File: src/rtl/coin_acceptor_if.sv
// Coin acceptor bus: raw sensor lines and busy in, coin code, reject pulse and queue level out.
interface coin_acceptor_if #(
   parameter int unsigned FIFO_DEPTH = 4
) ();

   localparam int unsigned LvlW = $clog2(FIFO_DEPTH) + 1;

   logic            nickel_det;
   logic            dime_det;
   logic            busy;
   logic [2:0]      coin;
   logic            coin_return;
   logic [LvlW-1:0] fifo_level;

   // Sensor/vending side: drives raw sensors and busy, consumes coin codes.
   modport master (
      output nickel_det,
      output dime_det,
      output busy,
      input  coin,
      input  coin_return,
      input  fifo_level
   );

   // Acceptor side.
   modport slave (
      input  nickel_det,
      input  dime_det,
      input  busy,
      output coin,
      output coin_return,
      output fifo_level
   );

endinterface

File: src/rtl/coin_acceptor.sv
// Coin acceptor front end: synchronises and debounces the nickel/dime sensors, queues detected
// coins and offers them one at a time to the vending FSM, never while it is dispensing.
module coin_acceptor #(
   parameter int unsigned DEBOUNCE_CYCLES = 4,
   parameter int unsigned FIFO_DEPTH      = 4
) (
   input logic            clock,
   input logic            reset,
   coin_acceptor_if.slave bus_io
);

   // Counter only ever holds 0 .. DEBOUNCE_CYCLES-1.
   localparam int unsigned CntW = (DEBOUNCE_CYCLES > 1) ? $clog2(DEBOUNCE_CYCLES) : 1;
   localparam int unsigned PtrW = $clog2(FIFO_DEPTH);
   localparam int unsigned LvlW = PtrW + 1;

   // Channel 0 = nickel, channel 1 = dime.
   logic [1:0]      raw;
   logic [1:0]      sync1_q;
   logic [1:0]      sync2_q;
   logic [1:0]      level_q;
   logic [1:0]      rise_q;
   logic [CntW-1:0] cnt_q [2];

   logic [1:0]      mem_q [FIFO_DEPTH];
   logic [PtrW-1:0] wr_ptr_q;
   logic [PtrW-1:0] rd_ptr_q;
   logic [LvlW-1:0] count_q;
   logic [LvlW-1:0] count_d;
   logic [2:0]      coin_q;
   logic            ret_q;

   logic            push_req;
   logic [1:0]      push_code;
   logic            jam;
   logic            full;
   logic            pop;
   logic            push;
   logic            overflow;

   assign raw = {bus_io.dime_det, bus_io.nickel_det};

   // Two-flop synchroniser plus per-channel debounce; rise_q marks the debounced 0->1 edge.
   always_ff @(posedge clock or posedge reset) begin
      if (reset) begin
         sync1_q <= '0;
         sync2_q <= '0;
         level_q <= '0;
         rise_q  <= '0;
         for (int c = 0; c < 2; c++) begin
            cnt_q[c] <= '0;
         end
      end else begin
         sync1_q <= raw;
         sync2_q <= sync1_q;
         for (int c = 0; c < 2; c++) begin
            rise_q[c] <= 1'b0;
            if (sync2_q[c] == level_q[c]) begin
               cnt_q[c] <= '0;
            end else if (cnt_q[c] == CntW'(DEBOUNCE_CYCLES - 1)) begin
               // This is the DEBOUNCE_CYCLES-th consecutive differing sample.
               level_q[c] <= ~level_q[c];
               rise_q[c]  <= ~level_q[c];
               cnt_q[c]   <= '0;
            end else begin
               cnt_q[c] <= cnt_q[c] + 1'b1;
            end
         end
      end
   end

   // Classify events, decide push/pop and reject conditions for this edge.
   always_comb begin
      push_req  = rise_q[0] ^ rise_q[1];
      jam       = rise_q[0] & rise_q[1];
      push_code = rise_q[1] ? 2'd2 : 2'd1;
      full      = (count_q == LvlW'(FIFO_DEPTH));
      // coin_q == 0 is the gap flag: guarantees a zero cycle between offered coins.
      pop       = (count_q != '0) && !bus_io.busy && (coin_q == 3'd0);
      push      = push_req && (!full || pop);
      overflow  = push_req && full && !pop;
      count_d   = count_q;
      if (push && !pop) begin
         count_d = count_q + 1'b1;
      end else if (pop && !push) begin
         count_d = count_q - 1'b1;
      end
   end

   // Coin queue storage, pointers, level and the registered outputs.
   always_ff @(posedge clock or posedge reset) begin
      if (reset) begin
         for (int i = 0; i < int'(FIFO_DEPTH); i++) begin
            mem_q[i] <= '0;
         end
         wr_ptr_q <= '0;
         rd_ptr_q <= '0;
         count_q  <= '0;
         coin_q   <= 3'd0;
         ret_q    <= 1'b0;
      end else begin
         if (push) begin
            mem_q[wr_ptr_q] <= push_code;
            wr_ptr_q        <= wr_ptr_q + 1'b1;
         end
         if (pop) begin
            rd_ptr_q <= rd_ptr_q + 1'b1;
         end
         count_q <= count_d;
         coin_q  <= pop ? {1'b0, mem_q[rd_ptr_q]} : 3'd0;
         ret_q   <= jam | overflow;
      end
   end

   assign bus_io.coin        = coin_q;
   assign bus_io.coin_return = ret_q;
   assign bus_io.fifo_level  = count_q;

endmodule

File: src/flat_wrapper.sv
// flat-port wrapper written by rule: the top's interface ports become plain ports
module coin_acceptor_flat 
#(
   parameter int unsigned DEBOUNCE_CYCLES = 4,
   parameter int unsigned FIFO_DEPTH      = 4
)
  (clock, reset, bus_io_nickel_det, bus_io_dime_det, bus_io_busy, bus_io_coin, bus_io_coin_return, bus_io_fifo_level);
  coin_acceptor_if #(.FIFO_DEPTH(FIFO_DEPTH)) bus_io_i ();
  input logic clock;
  input logic reset;
  input wire logic [$bits(bus_io_i.nickel_det)-1:0] bus_io_nickel_det;
  input wire logic [$bits(bus_io_i.dime_det)-1:0] bus_io_dime_det;
  input wire logic [$bits(bus_io_i.busy)-1:0] bus_io_busy;
  output wire logic [$bits(bus_io_i.coin)-1:0] bus_io_coin;
  output wire logic [$bits(bus_io_i.coin_return)-1:0] bus_io_coin_return;
  output wire logic [$bits(bus_io_i.fifo_level)-1:0] bus_io_fifo_level;
  assign bus_io_i.nickel_det = bus_io_nickel_det;
  assign bus_io_i.dime_det = bus_io_dime_det;
  assign bus_io_i.busy = bus_io_busy;
  assign bus_io_coin = bus_io_i.coin;
  assign bus_io_coin_return = bus_io_i.coin_return;
  assign bus_io_fifo_level = bus_io_i.fifo_level;
  coin_acceptor #(.DEBOUNCE_CYCLES(DEBOUNCE_CYCLES), .FIFO_DEPTH(FIFO_DEPTH)) u_core (.clock(clock), .reset(reset), .bus_io(bus_io_i));
endmodule
File: config.mk
export PLATFORM = sky130hd
export DESIGN_NAME = coin_acceptor_flat
export DESIGN_NICKNAME = d
export VERILOG_FILES = /design/src/rtl/coin_acceptor_if.sv /design/src/rtl/coin_acceptor.sv /design/src/flat_wrapper.sv
export SDC_FILE = /design/constraint.sdc
export NUM_CORES = 1
export LEC_CHECK = 0
export BUFFER_PORTS_ARGS = -buffer_cell sky130_fd_sc_hd__buf_2
export CORE_MARGIN = 1
export CORE_UTILIZATION = 52
export CTS_BUF_LIST = sky130_fd_sc_hd__clkbuf_4 sky130_fd_sc_hd__clkbuf_8 sky130_fd_sc_hd__clkbuf_16
export CTS_CLUSTER_SIZE = 14
export DETAILED_ROUTE_END_ITERATION = 10
export HOLD_SLACK_MARGIN = 0.03
export MAX_ROUTING_LAYER = met4
export PLACE_DENSITY = 0.84
export REMOVE_ABC_BUFFERS = 1
export SLEW_MARGIN = 5
export SYNTH_ARGS = -nofsm -noshare
export SYNTH_HDL_FRONTEND = slang
export SYNTH_SLANG_ARGS = --single-unit
File: constraint.sdc
create_clock -name clock -period 2.2 [get_ports clock]
set_input_delay 0.22 -clock clock [delete_from_list [all_inputs] [get_ports clock]]
set_output_delay 0.22 -clock clock [all_outputs]
set_load 0.01 [all_outputs]
==> metrics.txt, run 1 <==
status=completed; hold path start=bus_io_busy; syn avg cell area=14.13 um^2; area of the multi-input gates=598.1 um^2; Die Y=54.12 um; die area=0.002929 mm^2; CTS resizes=0; Layout Skew=0.006219 ns; sequential-to-total area share from yosys stat=0.5314; first-pass GRT wire length=3594 um; Final min period=2.074 ns; Yosys cell types=26; Synth area leader=dfrtp_1; diode count=0; vias per cell=5.090; ANT nets after route=0; clk_lat worst skew=0.32 ns; share of layout cells above drive strength 1=0.3040; power per cell area=1210 mW/mm^2; Die X=54.12 um; top routing layer in use=met4; GP Congestion=0.7171; crit path from=u_core.bus_io.coin[1]$_DFF_PP0_; IO Pins=12; DP Worst Slack=0.1442 ns; top cells by area, synth=dfrtp_1 53%, a31oi_4 7.5%, ha_1 7.1%; DPL Wire Length=1591 um; LEAKAGE=0.7879 nW; reg2reg setup slack=0.13 ns; CTS H-tree depth=2; setup TNS=0 ns; most frequent cells in the layout=30 x dfrtp_1, 10 x inv_1, 10 x buf_2; First-pass DRT Iterations=4; max-cap check violation count=0; DR vias=789; GRT Total Usage=0.1901; WL met2=1009 um; Synth Cell Area=0.001413 mm^2; Peak VDD IR=1.207 mV; met1 WL=966 um; synth warn=0; vias in the first global route=825; crit path DAT=2.33 ns; WHS Endpoint=u_core.rd_ptr_q[1]$_DFFE_PP0P_; reg2reg path depth=8; Port Buffers=10; Yosys top cell area share=0.5314; fin worst setup slack=0.1259 ns; number of synthesized register bits=30; CP Launch Type=flop; DRT iter0 DRCs=16; Post-CTS Setup Repair Bufs=0; core area=0.002522 mm^2; initial antenna violation count=0; CTS tree=done; worst reg2reg endpoint=u_core.bus_io.fifo_level[2]$_DFFE_PP0P_; clk sink count=30; type of the worst min-delay path=in -> reg; Syn Inst Count=100; GRT overflow=0; RSZ-0062 raised after global routing=no; Final Hold Viols=0; Setup crit end kind=flop; Finish-stage setup viols=0; FP Rows=18; cts bufs inserted=5; WL per Instance=13.48 um; Nets=138; Root Driver=clkbuf_4; synthesis-to-finish area growth=18.07%; CTS Buffer Depth=2; Slew Limit Fails=0; DRT Wirelength=2090 um; WS Path Type=reg -> reg; Starting Density=0.5600; Worst-path clk slew=0.10 ns; hold depth=4; most common cell after layout, fill and taps aside=dfrtp_1; largest net degree at the start of global routing=31; crit share post-route=0.9428; DRC=0; Sequential Area=750.7 um^2; fillers=191; fmax=482.1 MHz; Met3 Routed Length=91 um; Worst Path Max Fanout=3; worst r2r src=u_core.bus_io.coin[1]$_DFF_PP0_; Required @ worst endpoint=2.45 ns
## critical path, stage by stage, from the launching register on
cell	delay, ns
dfrtp_1	0.41
or3_4	0.39
a31oi_4	0.18
ha_1	0.20
inv_1	0.06
fa_1	0.37
xor2_1	0.15
nor2_1	0.11
xor2_1	0.15
## cell usage after synthesis, drive strengths merged
cell type   n
a31oi       5
a41o        1
and3b       1
buf         3
conb        1
dfrtp      30
fa          1
ha          8
inv        10
mux2        7
mux2i       4
mux4        2
nand2       5
nor2        3
nor2b       4
nor3        3
o21ai       1
o311ai      1
o31ai       1
or3         1
xnor2       6
xor2        2
## state kept, by name, summed over array words and instances (netlist names)
signal,cells
u_core.bus_io.coin,2
u_core.bus_io.fifo_level,3
u_core.bus_io.coin_return,1
u_core.wr_ptr_q,2
u_core.sync2_q,2
u_core.rd_ptr_q,2
u_core.cnt_q,4
u_core.mem_q,8
u_core.level_q,2
u_core.sync1_q,2
u_core.rise_q,2
## worst max path at each step
| stage | endpoint | slack (ns) | cells past startpoint |
|---|---|---|---|
| finish | u_core.bus_io.fifo_level[2]$_DFFE_PP0P_ | 0.13 | 8 |
| global route | u_core.bus_io.fifo_level[2]$_DFFE_PP0P_ | 0.04 | 9 |
| CTS | u_core.bus_io.fifo_level[2]$_DFFE_PP0P_ | 0.13 | 8 |
| detailed placement | u_core.bus_io.fifo_level[2]$_DFFE_PP0P_ | 0.14 | 8 |
| global placement | u_core.bus_io.fifo_level[2]$_DFFE_PP0P_ | 0.16 | 8 |
| floorplan | u_core.bus_io.fifo_level[2]$_DFFE_PP0P_ | 0.001 | 7 |
## per-stage QoR
stage | utilization | area [um^2] | total power [mW] | hold slack [ns] | std cells
global route | 0.6612 | 1668 | 2.148 | 0.2935 | 155
global placement | 0.6052 | 1526 | 1.412 | 0.2997 | 144
finish | 0.6612 | 1668 | 2.018 | 0.2927 | 155
detailed placement | 0.6052 | 1526 | 1.458 | 0.3080 | 144
floorplan | - | 1386 | 1.265 | 0.2514 | 97
CTS | 0.6612 | 1668 | 2.045 | 0.2761 | 155
## area by class of cell
cell class                      instances  area share
Clock buffer                            6     0.03076
Clock inverter                          2     0.03601
Inverter                               10     0.02251
Multi-Input combinational cell         57      0.3586
Sequential cell                        30      0.4501
Tap cell                               30     0.02251
Timing Repair Buffer                   20     0.07952
## where the power goes
group          leakage [nW]  switching, mW  total (mW)  internal [mW]
Combinational         0.365          0.303       0.596          0.294
Sequential            0.365          0.156       0.848          0.691
Clock                0.0585          0.189       0.574          0.385
Total                 0.788          0.648        2.02           1.37
## metal layers
layer	GRT usage	vias to the layer above
met5	-	-
li1	-	382
met2	0.2785	17
met4	0.08547	0
met1	0.2250	386
met3	0.08192	4
## what timing repair did
action | 4_1_cts | 5_1_grt
endpoints found under the setup margin | 0 | 0
hold buffers | 3 | 0
hold endpoints to repair | 32 | 0
## kinds of logic (layout without fill, tap and decap cells)
logic type | Yosys count | count (layout) | share of synthesized area
adder cells (fa/ha/maj) | 9 | 9 | 0.08503
AND/OR/NAND/NOR | 17 | 17 | 0.06909
flip-flops | 30 | 30 | 0.5314
XOR/XNOR | 8 | 8 | 0.04960
AO/OA/AOI/OAI | 9 | 9 | 0.09831
other | 1 | 1 | 0.002655
multiplexers | 13 | 13 | 0.1187
buffers and inverters | 13 | 38 | 0.04517
No activity file was read; power rests on OpenSTA's default activity.
==> inputs of run 2 (changes only) <==
--- a/config.mk
+++ b/config.mk
@@ -7,13 +7,13 @@
 export LEC_CHECK = 0
 export BUFFER_PORTS_ARGS = -buffer_cell sky130_fd_sc_hd__buf_2
 export CORE_MARGIN = 1
-export CORE_UTILIZATION = 52
+export CORE_UTILIZATION = 44
 export CTS_BUF_LIST = sky130_fd_sc_hd__clkbuf_4 sky130_fd_sc_hd__clkbuf_8 sky130_fd_sc_hd__clkbuf_16
 export CTS_CLUSTER_SIZE = 14
 export DETAILED_ROUTE_END_ITERATION = 10
 export HOLD_SLACK_MARGIN = 0.03
 export MAX_ROUTING_LAYER = met4
-export PLACE_DENSITY = 0.84
+export PLACE_DENSITY = 0.74
 export REMOVE_ABC_BUFFERS = 1
 export SLEW_MARGIN = 5
 export SYNTH_ARGS = -nofsm -noshare
==> run 2 against run 1 <==
Compared with the run above: cell area shrank 0.38%; largest cell class unchanged; register-to-register slack is essentially flat; core utilization shrank 12 points; global-route usage shrank 2.9 points; non-clock buffer count shrank 1; die area grew 17%; sequential share of layout area grew 0.17 points; power shrank 6.3%; largest power group unchanged; fmax shrank 0.33%; first-iteration DRC count grew 69%; via count grew 0.13%; setup slack lost 0.0069 ns.
==> metrics.txt, run 2 (synthesis gave the netlist of run 1 again) <==
share of layout cells above drive strength 1=0.3065 (+0.002452); clk sink count=30 (unchanged); LEAKAGE=0.7675 nW (-2.6%); setup TNS=0 ns (unchanged); Buf/Inv on CP=1 (unchanged); Layout Skew=0.004739 ns (-0.001481 ns); Finish-stage setup viols=0 (unchanged); DRT Wirelength=2170 um (+3.8%); crit path DAT=2.33 ns (about the same); First-pass DRT Iterations=3 (-1); vias in the first global route=883 (+7.0%); Biggest register=u_core.mem_q; diode count=0 (unchanged); DRC=0 (unchanged); crit share post-route=0.9459 (+0.003145); Setup crit end kind=flop; CTS H-tree depth=2 (unchanged); FP Rows=20 (+2); Final min period=2.081 ns (+0.006920 ns); GRT overflow=0 (unchanged); GRT Total Usage=0.1608 (-0.02925); hold slack=0.2494 ns (-0.04327 ns); Starting Density=0.4627 (-0.09731); max-cap check violation count=0 (unchanged); GP Congestion=0.7771 (+8.4%); core area=0.003053 mm^2 (+21%); crit path cell chain=or3_4, a31oi_4, ha_1, inv_1, fa_1, xor2_1, nor2_1, xor2_1; Die Y=58.66 um (+8.4%); slowest CP cell=dfrtp_1; WS Path Type=reg -> reg; Root Driver=clkbuf_4; most frequent cells in the layout=30 x dfrtp_1, 10 x inv_1, 10 x buf_2; max FFs per register=8 (unchanged); dpl cell area=0.001536 mm^2 (+0.66%); cts bufs inserted=5 (unchanged); Port Buffers=10 (unchanged); Nets=137 (-0.72%); Worst path max stage delay=0.40 ns (about the same); power per cell area=1139 mW/mm^2 (-5.9%); fmax=480.5 MHz (-0.33%); Final Hold Viols=0 (unchanged); Slew Limit Fails=0 (unchanged); total power=1.892 mW (-6.3%); Final Util=0.5443 (-0.1169); CP delay by family, top=adder cells; CTS Buffer Depth=2 (unchanged); CTS tree=done; type of the worst min-delay path=in -> reg; most common cell after layout, fill and taps aside=dfrtp_1; RSZ-0062 raised after global routing=no; CP Launch Type=flop; DR vias=790 (+0.13%); Die X=58.66 um (+8.4%); CP most frequent cell=xor2_1; largest net degree at the start of global routing=31 (unchanged); Worst-path clk slew=0.09 ns (about the same); WL per Instance=12.92 um (-4.2%); DRT iter0 DRCs=27 (+11); Required @ worst endpoint=2.45 ns (about the same); ANT nets after route=0 (unchanged); die area=0.003441 mm^2 (+17%); first-pass GRT wire length=3753 um (+4.4%); DPL Wire Length=1561 um (-1.9%); synthesis-to-finish area growth=17.63%; initial antenna violation count=0 (unchanged); vias per cell=4.702 (-7.6%); clk_lat worst skew=0.33 ns (about the same); Post-CTS Setup Repair Bufs=0 (unchanged); Peak VDD IR=0.5008 mV (-59%); IO Pins=12 (unchanged); status=completed; post-route design area=0.001662 mm^2 (-0.38%); Worst Path Max Fanout=3 (unchanged)
run 2: tightest hold or removal path, delay by kind of cell:
family,cells,cell delay [ns]
xor gates and xnor gates,1,0.07
AOI/OAI and AO/OA,1,0.10
and+or+nand+nor,1,0.05
buffers and inverters,1,0.09
run 2: power breakdown:
part | total, mW | leakage (nW) | internal, mW | switching, mW
Clock | 0.450 | 0.0463 | 0.266 | 0.184
Sequential | 0.838 | 0.365 | 0.692 | 0.147
Combinational | 0.604 | 0.356 | 0.293 | 0.311
run 2: layer usage:
layer / routed length (um) / GRT usage / vias up
met5: 0 / - / -
met4: 75 / 0.1156 / 0
met3: 69 / 0.04615 / 10
met2: 1070 / 0.2562 / 15
met1: 955 / 0.1715 / 386
li1: - / - / 379
run 2: cell type report:
type / count / area (um^2)
flip-flops and latches: 30 / 750.7
repair buffers: 19 / 125.1
fillers: 264 / 1391
multi-input cells: 57 / 610.6
clock buffers: 7 / 52.55
clock inverters: 1 / 30.03
inverters: 10 / 37.54
well taps: 44 / 55.05
run 2: per-stage QoR:
stage / instances / setup slack [ns]
global route: 168 / 0.02261
global placement: 157 / 0.1598
finish: 168 / 0.1190
CTS: 168 / 0.07214
floorplan: 97 / 0.001493
detailed placement: 157 / 0.1129
run 2: worst paths after layout:
kind                       slack (ns)                       startpoint  depth (start not counted)                                 endpoint
min in group asynchronous        0.49                            reset                          4                u_core.cnt_q[0]$_DFF_PP0_
min                              0.25                      bus_io_busy                          4           u_core.rd_ptr_q[1]$_DFFE_PP0P_
min reg2reg                      0.36      u_core.sync1_q[0]$_DFF_PP0_                          0              u_core.sync2_q[0]$_DFF_PP0_
max in group asynchronous        1.44                            reset                          4  u_core.bus_io.fifo_level[1]$_DFFE_PP0P_
max                              0.12  u_core.bus_io.coin[1]$_DFF_PP0_                          8  u_core.bus_io.fifo_level[2]$_DFFE_PP0P_
max reg2reg                      0.12  u_core.bus_io.coin[1]$_DFF_PP0_                          8  u_core.bus_io.fifo_level[2]$_DFFE_PP0P_
run 2: what timing repair did:
action                     in CTS  in global routing
resized for setup               0                  1
hold endpoints to repair       32                  0
hold buffers                    3                  0
setup endpoints to repair       0                  1
==> inputs of run 3 (changes only) <==
--- a/config.mk
+++ b/config.mk
@@ -9,6 +9,7 @@
 export CORE_MARGIN = 1
 export CORE_UTILIZATION = 44
 export CTS_BUF_LIST = sky130_fd_sc_hd__clkbuf_4 sky130_fd_sc_hd__clkbuf_8 sky130_fd_sc_hd__clkbuf_16
+export CTS_CLUSTER_DIAMETER = 30
 export CTS_CLUSTER_SIZE = 14
 export DETAILED_ROUTE_END_ITERATION = 10
 export HOLD_SLACK_MARGIN = 0.03
==> constraint.sdc (replaced) <==
create_clock -name clock -period 1.73 [get_ports clock]
set_input_delay 0.173 -clock clock [delete_from_list [all_inputs] [get_ports clock]]
set_output_delay 0.173 -clock clock [all_outputs]
set_load 0.01 [all_outputs]
==> run 3 against run 2 <==
Compared with the run above: the flow now finishes with violations (setup timing); cell count increased by 6.0%; non-clock buffer count increased by 11; combinational power increased by 63%; sequential share of layout area decreased by 1.2 points; via count increased by 6.2%.
==> metrics.txt, run 3 (synthesis gave the netlist of run 1 again) <==
DPL Wire Length=1715 um (+9.9%); Port Buffers=10 (unchanged); share of layout cells above drive strength 1=0.3731 (+0.06668); WS Path Type=reg -> reg; Die Y=58.66 um (unchanged); crit path DAT=2.30 ns (-0.03 ns); First-pass DRT Iterations=4 (+1); Worst Path Max Fanout=2 (-1); fin worst setup slack=-0.3294 ns (-0.4484 ns); sequential power share=0.432 (-0.011); fmax=485.6 MHz (+1.0%); diode count=0 (unchanged); Switching Fraction=0.3585 (+0.01933); Finish-stage setup viols=2 (+2); FP Rows=20 (unchanged); Setup crit end kind=flop; cts bufs inserted=5 (unchanged); ANT nets after route=0 (unchanged); IO Pins=12 (unchanged); DRT iter0 DRCs=15 (-44%); GP Congestion=0.7935 (+2.1%); end of the critical path=u_core.bus_io.fifo_level[2]$_DFFE_PP0P_; area of the multi-input gates=606.8 um^2 (-0.61%); Peak VDD IR=0.7487 mV (+49%); GRT Total Usage=0.1656 (+0.004793); most common cell after layout, fill and taps aside=dfrtp_1; CTS tree=done; most frequent cells in the layout=30 x dfrtp_1, 17 x buf_4, 10 x buf_2; worst reg2reg endpoint=u_core.bus_io.fifo_level[2]$_DFFE_PP0P_; fillers=257 (-2.7%); hold slack=0.2384 ns (-0.01096 ns); failing checks=setup timing; vias in the first global route=870 (-1.5%); worst r2r src=u_core.bus_io.coin[1]$_DFF_PP0_; top routing layer in use=met4; synthesis-to-finish area growth=20.73%; Final Hold Viols=0 (unchanged); Starting Density=0.4627 (unchanged); Required @ worst endpoint=1.97 ns (-0.48 ns); vias per cell=4.713 (+0.24%); Worst-path clk slew=0.09 ns (about the same); Met3 Routed Length=82 um (+19%); core area=0.003053 mm^2 (unchanged); CP Launch Type=flop; LEAKAGE=0.8141 nW (+6.1%); largest net degree at the start of global routing=31 (unchanged); hold path start=bus_io_busy; WL met2=1190 um (+11%); max-cap check violation count=0 (unchanged); initial antenna violation count=0 (unchanged); clk_lat worst skew=0.32 ns (about the same); DR vias=839 (+6.2%); met1 WL=1058 um (+11%); clock share of power=0.155 (-0.083); first-pass GRT wire length=3815 um (+1.7%); Final Util=0.5586 (+0.01434); DRT Wirelength=2371 um (+9.3%); crit path from=u_core.bus_io.coin[1]$_DFF_PP0_; status=finished with violations; Sequential Area=750.7 um^2 (unchanged); CTS Buffer Depth=2 (unchanged); GRT overflow=0 (unchanged); Slew Limit Fails=0 (unchanged); switching power total=851.1 uW (+33%); P_int=1.523 mW (+22%); Nets=148 (+8.0%); RSZ-0062 raised after global routing=yes; DRC=0 (unchanged); Root Driver=clkbuf_4; crit share post-route=1.190 (+0.2445); power per cell area=1392 mW/mm^2 (+22%); type of the worst min-delay path=in -> reg; reg2reg path depth=8 (unchanged); WL per Instance=13.32 um (+3.1%); Layout Skew=0.01032 ns (+0.005586 ns); die area=0.003441 mm^2 (unchanged); Die X=58.66 um (unchanged); CTS H-tree depth=2 (unchanged); Biggest register=u_core.mem_q; Gate power share=0.414 (+0.095); max FFs per register=8 (unchanged); reg2reg setup slack=-0.33 ns (-0.45 ns); Final min period=2.059 ns (-0.02160 ns); clk sink count=30 (unchanged)
-- run 3: what timing repair did --
action,CTS,global route
gates resized for setup,4,0
hold buffers,3,0
pin swaps,3,2
buffers inserted,1,1
endpoints found under the setup margin,2,3
hold endpoints to repair,32,0
-- run 3: worst max-delay path, stage by stage, from the launching register on --
cell	delay [ns]
dfrtp_1	0.40
or3_4	0.40
a31oi_4	0.16
ha_2	0.21
inv_2	0.04
fa_2	0.33
xor2_1	0.15
nor2_1	0.12
xor2_1	0.17
-- run 3: routing by layer --
| layer | global-route usage | up-vias |
|---|---|---|
| li1 | - | 403 |
| met1 | 0.1799 | 418 |
| met2 | 0.2644 | 14 |
| met3 | 0.07253 | 4 |
| met4 | 0.07143 | 0 |
| met5 | - | - |
-- run 3: how the worst min path moves through the flow --
stage	to	cells past startpoint	slack [ns]
after CTS	u_core.rd_ptr_q[1]$_DFFE_PP0P_	4	0.23
after floorplan	u_core.sync1_q[0]$_DFF_PP0_	0	0.20
after global placement	u_core.sync1_q[1]$_DFF_PP0_	3	0.25
final	u_core.rd_ptr_q[1]$_DFFE_PP0P_	4	0.24
after global routing	u_core.rd_ptr_q[1]$_DFFE_PP0P_	4	0.23
after detailed placement	u_core.sync1_q[1]$_DFF_PP0_	3	0.28
-- run 3: final cells by class --
class / instances / share of cell area
clock buffers: 5 / 0.02201
flip-flops and latches: 30 / 0.4402
well taps: 44 / 0.03228
inverters: 10 / 0.02201
clock inverters: 2 / 0.005869
repair buffers: 30 / 0.1218
multi-input cells: 57 / 0.3558
-- run 3: power by group through the flow --
stage	sequential, mW	clock [mW]	combinational (mW)
after floorplan	1.11	0	0.501
after global placement	1.03	0	0.894
after detailed placement	1.04	0	0.945
after CTS	1.03	0.391	0.987
after global routing	1.05	0.420	1.07
final	1.03	0.367	0.982
-- run 3: through the flow --
step / cell area [um^2] / std cells / setup TNS, ns / total power [mW] / worst slack [ns]
2_1_floorplan: 1386 / 97 / -0.9013 / 1.609 / -0.4685
3_3_place_gp: 1604 / 166 / -0.4709 / 1.920 / -0.2434
3_5_place_dp: 1604 / 166 / -0.6872 / 1.985 / -0.3811
4_1_cts: 1698 / 177 / -0.6468 / 2.405 / -0.3596
5_1_grt: 1705 / 178 / -0.7241 / 2.537 / -0.3875
6_report: 1705 / 178 / -0.6035 / 2.374 / -0.3294
